===== src/rtl/hazard_mode_ctrl.sv =====
// Debounced mode selector for the hazard-light sequencer: synchronizes and debounces sw, then commits mode on step ticks.
// Optional one-cycle mode_chg pulse is built when HAZARD_MODE_CHG_PULSE_EN is defined.
module hazard_mode_ctrl #(
    parameter int DEBOUNCE_CYCLES = 4,
    parameter int TICK_DIV        = 8
) (
    input  logic       clk,
    input  logic       reset,
    input  logic [1:0] sw,
    output logic [1:0] mode,
    output logic       tick
`ifdef HAZARD_MODE_CHG_PULSE_EN
    ,
    output logic       mode_chg
`endif
);

    localparam int CW = $clog2(DEBOUNCE_CYCLES);
    localparam int DW = $clog2(TICK_DIV);

    typedef enum logic [1:0] {
        ST_STABLE,
        ST_SETTLE,
        ST_PENDING
    } state_t;

    logic [1:0]    sync1_q;
    logic [1:0]    sync2_q;
    logic [1:0]    sw_map;
    logic [DW-1:0] divcnt_q, divcnt_d;
    logic          tick_q, tick_d;
    state_t        state_q, state_d;
    logic [1:0]    cand_q, cand_d;
    logic [CW-1:0] cnt_q, cnt_d;
    logic [1:0]    pend_q, pend_d;
    logic [1:0]    mode_q, mode_d;

    // The illegal switch code behaves exactly like hazard, so it can never reach mode.
    assign sw_map = (sync2_q == 2'b11) ? 2'b00 : sync2_q;

    always_comb begin
        divcnt_d = (divcnt_q == DW'(TICK_DIV - 1)) ? '0 : divcnt_q + 1'b1;
        tick_d   = (divcnt_d == DW'(TICK_DIV - 1));
    end

    always_comb begin
        state_d = state_q;
        cand_d  = cand_q;
        cnt_d   = cnt_q;
        pend_d  = pend_q;
        mode_d  = mode_q;
        if (sw_map != cand_q) begin
            cand_d  = sw_map;
            cnt_d   = '0;
            pend_d  = 2'b00;
            state_d = ST_SETTLE;
        end else begin
            case (state_q)
                ST_SETTLE: begin
                    if (cnt_q == CW'(DEBOUNCE_CYCLES - 1)) begin
                        if (cand_q != mode_q) begin
                            pend_d  = cand_q;
                            state_d = ST_PENDING;
                        end else begin
                            state_d = ST_STABLE;
                        end
                    end else begin
                        cnt_d = cnt_q + 1'b1;
                    end
                end
                ST_PENDING: begin
                    // Commit only on a step boundary so the sequencer never changes mode mid-step.
                    if (tick_q) begin
                        mode_d  = pend_q;
                        state_d = ST_STABLE;
                    end
                end
                default: ;
            endcase
        end
    end

    always_ff @(posedge clk) begin
        if (reset) begin
            sync1_q  <= 2'b00;
            sync2_q  <= 2'b00;
            divcnt_q <= '0;
            tick_q   <= 1'b0;
            state_q  <= ST_STABLE;
            cand_q   <= 2'b00;
            cnt_q    <= '0;
            pend_q   <= 2'b00;
            mode_q   <= 2'b00;
        end else begin
            sync1_q  <= sw;
            sync2_q  <= sync1_q;
            divcnt_q <= divcnt_d;
            tick_q   <= tick_d;
            state_q  <= state_d;
            cand_q   <= cand_d;
            cnt_q    <= cnt_d;
            pend_q   <= pend_d;
            mode_q   <= mode_d;
        end
    end

    assign mode = mode_q;
    assign tick = tick_q;

`ifdef HAZARD_MODE_CHG_PULSE_EN
    logic mode_chg_q, mode_chg_d;

    assign mode_chg_d = (mode_d != mode_q);

    always_ff @(posedge clk) begin
        if (reset) begin
            mode_chg_q <= 1'b0;
        end else begin
            mode_chg_q <= mode_chg_d;
        end
    end

    assign mode_chg = mode_chg_q;
`endif

endmodule

===== config.mk =====
export PLATFORM = sky130hd
export DESIGN_NAME = hazard_mode_ctrl
export DESIGN_NICKNAME = d
export VERILOG_FILES = /design/src/rtl/hazard_mode_ctrl.sv
export SDC_FILE = /design/constraint.sdc
export NUM_CORES = 1
export LEC_CHECK = 0
export BUFFER_PORTS_ARGS = -buffer_cell sky130_fd_sc_hd__buf_2
export CAP_MARGIN = 0
export CORE_UTILIZATION = 49
export DETAILED_ROUTE_END_ITERATION = 10
export PLACE_DENSITY = 0.66
export SETUP_SLACK_MARGIN = 0.15
export SYNTH_ARGS = -nofsm -noshare
export SYNTH_HDL_FRONTEND = slang
export SYNTH_SLANG_ARGS = --single-unit

===== constraint.sdc =====
create_clock -name clk -period 3.1 [get_ports clk]
set_input_delay 0.155 -clock clk [delete_from_list [all_inputs] [get_ports clk]]
set_output_delay 0.155 -clock clk [all_outputs]
set_load 0.05 [all_outputs]

==> results.ini <==
[placement]
post_dp_cell_area_sq_um=743
dp_hpwl_um=708
place_congestion=0.637
post-place-cells=83
io_buffers=6

[yosys]
synth_compound_area_share_pct=3.94
seq_area_frac_synth_pct=51.6
syn_inst=63
synthAdderAreaFrac_pct=5.38
async_flop_share_pct=0
synth.area.mux_share_pct=7.17
ys_ff_latch=18
yosys.area_share.simple_pct=26.3
synthFlopType=dfxtp_1
synth_top_family_by_area=simple AND/OR/NAND/NOR gates
syn_avg_cell_area_sq_um=11.1
synth_fp_nets=70
yosysWarnings=0
synthXorXnorAreaFrac_pct=5.02
netlist_area_sq_um=698
synth_cell_types=18
synth-edff-count=0

[clock_network]
cts_sinks=18
cts-buffers-inserted=3
cts_setup_buffers=0
htreeDepth=1
clk_pin_slew_worst_paths_ns=0.10
cts_hold_buf=0
cts_tree=yes
cts_buffer_depth=2
cts-root-buf=clkbuf_4
cts_resized=0
worstSkewPairLatency_ns=0.29

[sta]
post-route-period-util_pct=42.8
slew_viol_final=0
min_period_ns=1.33
rsz0062_at_grt=no
setup_violations=0
maxSlewHeadroom_pct=75.7
final.setup_skew_ns=0.0110
tightest_slew_ns=0.363
max_clock_freq_mhz=754
tns_ns=0
hold_viol=0

[die]
rows=13
core_region_area_sq_um=1320
die_w_um=39.7
ioPinCount=7
initial_core_util_pct=53.0
dieArea_sq_um=1580
die_height_um=39.7

[drt]
drt_iter0_markers=2
postRouteAntennaNets=0
vias_per_cell=5.03
wl_per_cell_um=10.8
routed_wl_um=936
dr.pass1.iters=2
vias=438
drc=0

[power]
powerDensity_nw_per_um2=532
p_total_uw=414
ir_worst_vdd_v=0.000341
power_leakage_nw=0.301

[grt]
globalRouteTotalUtil_pct=14.8
grt_pass1_wl_um=1460
grt_max_degree=16
antenna_found_initial=0
grt-ovfl-total=0
grt_pass1_vias=386

[layout]
fillers=113
final_cell_mix=dfxtp_1 (18), nor2_1 (7), buf_2 (6)
n_antenna_cell=0
postLayoutCellArea_sq_um=779
area_growth_pct=11.6
nNetsFinal=80
final_layout_size_suffix_gt1_share_pct=18.1
final_core_util_pct=59.2
mostFrequentLayoutCell=dfxtp_1
final_cells=87

[critical_path]
end_kind=register
cp.required_ns=3.29
cp_data_arrival_time_ns=1.51
cp-start-kind=register
worstSetupPathType=reg2reg
path_max_fanout=3

[flow_run]
maxCapViolCount=0

[worst_hold_path]
hp-class=in2reg

[outcome]
outcome=finished, final reports clean

==> area by class of cell <==
cell class / instances / area (sq um) / area share [%]
clock buffers: 4 / 36.3 / 4.65
multi-input cells: 44 / 334 / 42.9
flip-flops and latches: 18 / 360 / 46.2
well taps: 15 / 18.8 / 2.41
repair buffers: 6 / 30.0 / 3.85
==> power breakdown <==
| group | switching, mW | internal [mW] |
|---|---|---|
| logic | 0.0136 | 0.0154 |
| clock network | 0.0672 | 0.0714 |
| registers | 0.00587 | 0.241 |
| total | 0.0867 | 0.328 |
==> synthesized netlist by cell type (3+ instances only) <==
library cell	n	area share, %
a21oi_1	3	2.1
dfxtp_1	18	52
ha_1	3	5.4
mux2i_1	5	7.2
nand2b_1	5	4.5
nor2_1	7	3.8
nor2b_1	5	4.5
nor3b_1	4	4.3
xnor2_1	4	5.0
==> final timing paths <==
check	to	cells after the start	slack [ns]	start
max	pend_q[0]	5	1.77	cnt_q[0]
min	sync1_q[1]	2	0.07	sw[1]
max reg2reg	pend_q[0]	5	1.77	cnt_q[0]
min reg2reg	sync2_q[1]	1	0.46	sync1_q[1]
==> per-stage QoR <==
step	setup WS, ns	hold WS, ns
3_5_place_dp	1.75	0.376
2_1_floorplan	1.68	0.239
5_1_grt	1.62	0.0713
6_report	1.77	0.0695
3_3_place_gp	1.69	0.367
4_1_cts	1.75	0.0754
==> worst max-delay path: stages (launching register included) <==
cell and delay (ns):
dfxtp_1 0.36, ha_1 0.18, nand3b_1 0.11, a21oi_1 0.30, mux2i_1 0.23, nor2_1 0.06
==> logic make-up (layout without fill, tap and decap cells) <==
logic type | count (synthesis) | count (layout)
multiplexers | 5 | 5
AND/OR/NAND/NOR | 28 | 28
buffers and inverters | 1 | 10
XOR/XNOR | 4 | 4
adder cells (fa/ha/maj) | 3 | 3
flip-flops | 18 | 18
AO/OA/AOI/OAI | 4 | 4
==> per-layer routing <==
metal,vias to the layer above,GRT usage (%),routed length (um)
met5,-,0,0
met4,0,10.3,22
met3,2,5.11,22
met2,6,24.2,402
met1,196,15.7,488
li1,234,-,-
==> state kept, by name, summed over array words and instances (netlist names) <==
signal,count
cand_q,2
tick,1
sync2_q,2
pend_q,2
sync1_q,2
divcnt_q,3
mode,2
state_q,2
cnt_q,2
No activity file was read; power rests on OpenSTA's default activity.
